$ cat config.mk
export PLATFORM = sky130hd
export DESIGN_NAME = imem_boot_loader
export DESIGN_NICKNAME = d
export VERILOG_FILES = /design/src/rtl/imem_boot_pkg.sv /design/src/rtl/imem_boot_loader_packer.sv /design/src/rtl/imem_boot_loader.sv
export SDC_FILE = /design/constraint.sdc
export NUM_CORES = 1
export LEC_CHECK = 0
export ABC_AREA = 1
export ABC_CLOCK_PERIOD_IN_PS = 4000
export BUFFER_PORTS_ARGS = -buffer_cell sky130_fd_sc_hd__buf_2
export CAP_MARGIN = 20
export CORE_MARGIN = 2
export CORE_UTILIZATION = 60
export CTS_BUF_LIST = sky130_fd_sc_hd__clkbuf_4 sky130_fd_sc_hd__clkbuf_8
export CTS_CLUSTER_DIAMETER = 80
export DETAILED_ROUTE_END_ITERATION = 10
export HOLD_SLACK_MARGIN = 0.05
export PLACE_DENSITY = 0.85
export RECOVER_POWER = 25
export SYNTH_ARGS = -nofsm -noshare
export SYNTH_HDL_FRONTEND = slang
export SYNTH_SLANG_ARGS = --single-unit
$ cat constraint.sdc
create_clock -name clk -period 4 [get_ports clk]
set_clock_uncertainty 0.1 [all_clocks]
set_input_delay 0.8 -clock clk [delete_from_list [all_inputs] [get_ports clk]]
set_output_delay 0.8 -clock clk [all_outputs]
set_load 0.01 [all_outputs]
$ cat src/rtl/imem_boot_pkg.sv
// Shared definitions for the IMem boot loader.
//   state_t        : loader FSM states
//   *_DEF          : default geometry (32 words of 32 bits, 5-bit word address)
//   BYTES_PER_WORD : bytes packed into one instruction word
package imem_boot_pkg;
  localparam int DEPTH_DEF      = 32;
  localparam int ADDR_W_DEF     = 5;
  localparam int WORD_W_DEF     = 32;
  localparam int BYTES_PER_WORD = 4;

  typedef enum logic [2:0] {
    S_COUNT,
    S_DATA,
    S_WRITE,
    S_CSUM,
    S_DONE,
    S_ERROR
  } state_t;
endpackage

$ cat src/rtl/imem_boot_loader_packer.sv
// byte_word_packer: assembles little-endian bytes into one instruction word.
//   clk, reset : clock, synchronous active-high reset
//   clear      : drop any partial word and restart at lane 0
//   load       : byte_in is accepted this cycle
//   byte_in    : stream byte
//   word       : assembled word (stable while no byte is loaded)
//   word_full  : the byte loaded this cycle completes the word
module byte_word_packer
  import imem_boot_pkg::*;
#(
  parameter int WORD_W = WORD_W_DEF
) (
  input  logic              clk,
  input  logic              reset,
  input  logic              clear,
  input  logic              load,
  input  logic [7:0]        byte_in,
  output logic [WORD_W-1:0] word,
  output logic              word_full
);
  logic [1:0]        lane;
  logic [WORD_W-1:0] buffer;

  always_ff @(posedge clk) begin
    if (reset || clear) begin
      lane   <= '0;
      buffer <= '0;
    end else if (load) begin
      // lane 0 carries instr[7:0]
      buffer[{lane, 3'b000} +: 8] <= byte_in;
      lane                        <= lane + 2'd1;
    end
  end

  assign word      = buffer;
  assign word_full = load && (lane == 2'(BYTES_PER_WORD - 1));
endmodule

$ cat src/rtl/imem_boot_loader.sv
// imem_boot_loader: loads a framed byte stream into IMem and holds the core
// in reset until the frame completes with a good checksum.
// Frame: COUNT (N words), 4*N data bytes little-endian, CSUM = XOR of all.
//   clk, reset             : clock, synchronous active-high reset
//   byte_valid/byte_data   : host byte stream
//   byte_ready             : byte accepted when byte_valid & byte_ready
//   reload                 : restart from S_DONE / S_ERROR
//   imem_we/addr/wdata     : IMem write port, one strobe per word
//   core_reset             : core hold-reset, low only after a clean load
//   load_done, load_error  : load status levels
module imem_boot_loader
  import imem_boot_pkg::*;
#(
  parameter int DEPTH  = DEPTH_DEF,
  parameter int ADDR_W = ADDR_W_DEF,
  parameter int WORD_W = WORD_W_DEF
) (
  input  logic              clk,
  input  logic              reset,
  input  logic              byte_valid,
  input  logic [7:0]        byte_data,
  output logic              byte_ready,
  input  logic              reload,
  output logic              imem_we,
  output logic [ADDR_W-1:0] imem_addr,
  output logic [WORD_W-1:0] imem_wdata,
  output logic              core_reset,
  output logic              load_done,
  output logic              load_error
);
  state_t            state, state_next;
  logic [7:0]        count_n;
  logic [7:0]        csum;
  logic [ADDR_W-1:0] word_idx;
  logic [WORD_W-1:0] word;
  logic              word_full;
  logic              xfer;
  logic              restart;
  logic              last_word;

  assign byte_ready = (state == S_COUNT) || (state == S_DATA) || (state == S_CSUM);
  assign xfer       = byte_valid && byte_ready;
  assign restart    = reload && ((state == S_DONE) || (state == S_ERROR));
  assign last_word  = (8'(word_idx) == count_n - 8'd1);

  byte_word_packer #(.WORD_W(WORD_W)) u_packer (
    .clk       (clk),
    .reset     (reset),
    .clear     (restart),
    .load      (xfer && (state == S_DATA)),
    .byte_in   (byte_data),
    .word      (word),
    .word_full (word_full)
  );

  always_ff @(posedge clk) begin
    if (reset) state <= S_COUNT;
    else       state <= state_next;
  end

  always_comb begin
    state_next = state;
    case (state)
      S_COUNT: if (xfer) begin
        if (byte_data > 8'(DEPTH))  state_next = S_ERROR;
        else if (byte_data == 8'd0) state_next = S_CSUM;
        else                        state_next = S_DATA;
      end
      S_DATA:  if (word_full) state_next = S_WRITE;
      S_WRITE: state_next = last_word ? S_CSUM : S_DATA;
      S_CSUM:  if (xfer) state_next = (byte_data == csum) ? S_DONE : S_ERROR;
      S_DONE,
      S_ERROR: if (reload) state_next = S_COUNT;
      default: state_next = S_COUNT;
    endcase
  end

  // Counters and running checksum; the CSUM byte itself is compared, not folded in.
  always_ff @(posedge clk) begin
    if (reset || restart) begin
      count_n  <= '0;
      csum     <= '0;
      word_idx <= '0;
    end else begin
      if (xfer && (state != S_CSUM)) csum    <= csum ^ byte_data;
      if (xfer && (state == S_COUNT)) count_n <= byte_data;
      if (state == S_WRITE)           word_idx <= word_idx + 1'b1;
    end
  end

  assign imem_we    = (state == S_WRITE);
  assign imem_addr  = word_idx;
  assign imem_wdata = word;
  assign core_reset = (state != S_DONE);
  assign load_done  = (state == S_DONE);
  assign load_error = (state == S_ERROR);
endmodule
==> results_tabular.tex <==
\begin{tabular}{lr}
\hline
Metric & Value \\
\hline
\multicolumn{2}{l}{\textbf{Drt}} \\
Wire length after detailed routing & just under 7 mm \\
Number of vias per cell & approximately 5.5 \\
Routed length per instance & around 14 um \\
1st-iter DRT viols & 168 \\
DRC viols & 0 \\
Post-detailed-route count of antenna-violating nets & 0 \\
Drt pass-1 iters & 4 \\
Via count & between 2000 and 3000 \\
\multicolumn{2}{l}{\textbf{Clock network}} \\
Clock latency on the worst-skew pair & 0.33 ns \\
Post-CTS Resized & 0 \\
H-Tree Level Count & 3 \\
Clock sinks & between 50 and 60 \\
Post-CTS setup buffer count & 0 \\
Number of hold buffers added after cts & 0 \\
TritonCTS clock tree & built \\
Number of buffers added by the clock tree synthesis step & 9 \\
Buffer depth of the longest clock path & 2 \\
Clock transition at the register clock pins on the worst setup and hold paths after CTS & 0.06 ns \\
Clock tree root buffer cell & sky130\_fd\_sc\_hd\_\_clkbuf\_8 \\
\multicolumn{2}{l}{\textbf{Logic synthesis}} \\
Mean post-synth cell area & around 7.3 um\^{}2 \\
Total standard cell area after synthesis & roughly 0.0029 mm\^{}2 \\
FF+latch count, synth & slightly below 60 \\
Gate count after technology mapping & 398 \\
Number of enable-type register cells in the synthesized netlist & 0 \\
Number of nets produced by synthesis & 417 \\
Sequential cell area fraction in the yosys report & around two fifths \\
Most common flop cell mapped by yosys & sky130\_fd\_sc\_hd\_\_dfxtp\_1 \\
Share of flip-flops with an asynchronous set or reset after synthesis & 0\% \\
Number of distinct standard cells referenced by the synthesized netlist & 32 \\
Count of yosys warnings during synthesis & 0 \\
\multicolumn{2}{l}{\textbf{GRT}} \\
Pin count of the biggest net entering global routing & 40 \\
GR Layer Usage met1 & 33.8\% \\
GRT Residual Overflow & 0 \\
Met3 GRT Util & 6.72\% \\
Met2 GRT Util & 43.2\% \\
Most Used Layer, Global Route & met2 \\
Via count of the first global-routing pass & $\sim$2400 \\
Total Routing Usage GR & a little over a quarter \\
Initial antenna violation count & 0 \\
Global-route wire length before repair & 10.9 mm \\
\multicolumn{2}{l}{\textbf{Cells and area}} \\
Fill cell total of the finished layout & between 400 and 500 \\
Post-layout net count & 460 \\
Synth-to-Final Area Change & 13.8\% \\
\# diodes & 0 \\
Fraction of layout instances using a drive strength above 1 & between 10\% and 20\% \\
\multicolumn{2}{l}{\textbf{Timing}} \\
Count of final hold-check violations & 0 \\
Count of pins over their slew limit & 0 \\
Post-route clock period utilization & a little under three quarters \\
Headroom to the max-slew limit & about two fifths \\
Sum Neg Setup Slack & 0 ns \\
Final count of negative-setup-slack endpoints & 0 \\
Clock period minus final worst setup slack & between 2 and 3 ns \\
Achievable frequency & 350 MHz \\
Worst Slack Setup Final & 1.14 ns \\
Setup repair after global routing missed its margin & false \\
Transition time at the pin with the least slew margin & roughly 0.87 ns \\
\multicolumn{2}{l}{\textbf{Critical path}} \\
Crit Path Category & register to register \\
Data required, critical path & 4.15 ns \\
Nature of the critical path startpoint & register \\
Worst Setup End Kind & register \\
Worst Path Arrival & 3.01 ns \\
Critical path peak fanout & 22 \\
\multicolumn{2}{l}{\textbf{Place}} \\
Count of port buffers added during placement & 53 \\
Setup Slack @ Placement & about 1.2 ns \\
Final weighted congestion in routability-driven placement & around 0.88 \\
Sum of net half-perimeters after detailed placement & 4.67 mm \\
\multicolumn{2}{l}{\textbf{Floorplan}} \\
Horizontal die dimension & $\sim$74 um \\
Total die area & $\sim$0.0054 mm\^{}2 \\
\# IOs & 54 \\
Chip height & between 70 and 80 um \\
Site row count & 25 \\
Initial Utilization & between 60\% and 70\% \\
Floorplan core area & between 0.004 and 0.005 mm\^{}2 \\
\multicolumn{2}{l}{\textbf{Status}} \\
Status & completed \\
\multicolumn{2}{l}{\textbf{Min path}} \\
Hold crit path type & register to register \\
\multicolumn{2}{l}{\textbf{Power}} \\
Peak ir drop on the vdd network & between 200 and 300 uV \\
Power density relative to cell area & $\sim$570 mW/mm\^{}2 \\
Leakage Power & 1.42 nW \\
\multicolumn{2}{l}{\textbf{Run}} \\
Max-capacitance violation count & 0 \\
\hline
\end{tabular}
==> through the flow <==
stage	instances	total power [mW]	cell area, um^2	hold WS (ns)	util, %
6_report	499	1.90	3310	0.367	70.5
5_1_grt	499	2.02	3310	0.390	70.5
4_1_cts	499	1.91	3340	0.363	71.2
3_5_place_dp	484	1.34	3130	0.353	66.7
3_3_place_gp	484	1.32	3130	0.352	66.7
2_1_floorplan	398	1.22	2910	0.351	-
==> sequential cells by signal (all words and copies together), names as in the netlist <==
name	count
u_packer.word	32
imem_addr	5
count_n	8
state	3
csum	8
u_packer.lane	2
==> cell usage after synthesis, types with 4 or more instances <==
library cell	number	share of area, %
sky130_fd_sc_hd__a21oi_1	44	7.6
sky130_fd_sc_hd__a21oi_2	11	3.3
sky130_fd_sc_hd__buf_2	6	1.0
sky130_fd_sc_hd__clkbuf_1	11	1.4
sky130_fd_sc_hd__dfxtp_1	58	40
sky130_fd_sc_hd__ha_1	7	3.0
sky130_fd_sc_hd__inv_1	31	4.0
sky130_fd_sc_hd__inv_2	6	0.77
sky130_fd_sc_hd__mux2i_1	4	1.4
sky130_fd_sc_hd__nand2_1	85	11
sky130_fd_sc_hd__nand3_1	32	5.5
sky130_fd_sc_hd__nand4_1	20	4.3
sky130_fd_sc_hd__nor2_1	30	3.9
sky130_fd_sc_hd__nor3_1	8	1.4
sky130_fd_sc_hd__o21ai_0	18	3.1
sky130_fd_sc_hd__xnor2_1	4	1.2
sky130_fd_sc_hd__xor2_1	5	1.5
==> routing by layer <==
layer	wire [um]	part of all wire [%]	up-vias
met3	506	7.4	9
li1	-	-	1403
met2	3340	49	90
met1	2900	42	1248
met5	0	0	-
met4	88	1.3	0
==> cell usage in the layout (no fill, tap or decap), drive strengths merged <==
cell type / count
nor2: 32
xnor2: 4
dfxtp: 58
xor2: 5
nand3: 34
bufinv: 1
mux2i: 4
nor4: 1
a31oi: 1
o21bai: 1
nor3: 8
nand2: 88
clkinv: 3
o21ai: 18
a21oi: 56
nor3b: 1
inv: 37
buf: 28
clkbuf: 38
ha: 7
nand4: 20
==> path summary, 6_finish.rpt <==
kind / start / end / slack (ns) / depth (start not counted)
hold / removal: u_packer.word[15]$_SDFFE_PP0P_ / u_packer.word[15]$_SDFFE_PP0P_ / 0.37 / 2
hold reg to reg: u_packer.word[15]$_SDFFE_PP0P_ / u_packer.word[15]$_SDFFE_PP0P_ / 0.37 / 2
setup / recovery: u_packer.lane[0]$_SDFFE_PP0P_ / u_packer.word[23]$_SDFFE_PP0P_ / 1.14 / 6
setup reg to reg: u_packer.lane[0]$_SDFFE_PP0P_ / u_packer.word[23]$_SDFFE_PP0P_ / 1.14 / 6
==> worst max-delay path, stage by stage (launching register included) <==
cell and delay (ns):
sky130_fd_sc_hd__dfxtp_1 0.61, sky130_fd_sc_hd__inv_1 0.42, sky130_fd_sc_hd__ha_1 0.42, sky130_fd_sc_hd__inv_1 0.14, sky130_fd_sc_hd__nor2_1 0.70, sky130_fd_sc_hd__nand4_1 0.20, sky130_fd_sc_hd__a21oi_1 0.17
==> where the power goes <==
| group | total [mW] | internal (mW) | switching, mW |
|---|---|---|---|
| combinational | 0.629 | 0.211 | 0.418 |
| sequential | 0.709 | 0.645 | 0.0637 |
| clock | 0.561 | 0.341 | 0.220 |
| total | 1.90 | 1.20 | 0.702 |
==> cell families after synthesis <==
group,Yosys count,synth area share (%)
AO/OA/AOI/OAI,76,15.0
XOR/XNOR,9,2.71
adder cells (fa/ha/maj),7,3.01
buffers and inverters,60,8.78
flip-flops,58,39.9
multiplexers,4,1.38
AND/OR/NAND/NOR,184,29.2
==> final cells by class <==
class / instances / area (um^2) / share of cell area [%]
clock buffers: 13 / 173 / 5.22
inverters: 39 / 146 / 4.43
multi-input cells: 280 / 1490 / 45.1
clock inverters: 2 / 35.0 / 1.06
repair buffers: 53 / 234 / 7.07
well taps: 54 / 67.6 / 2.04
flip-flops and latches: 58 / 1160 / 35.1
(Power assumes the default switching activity.)
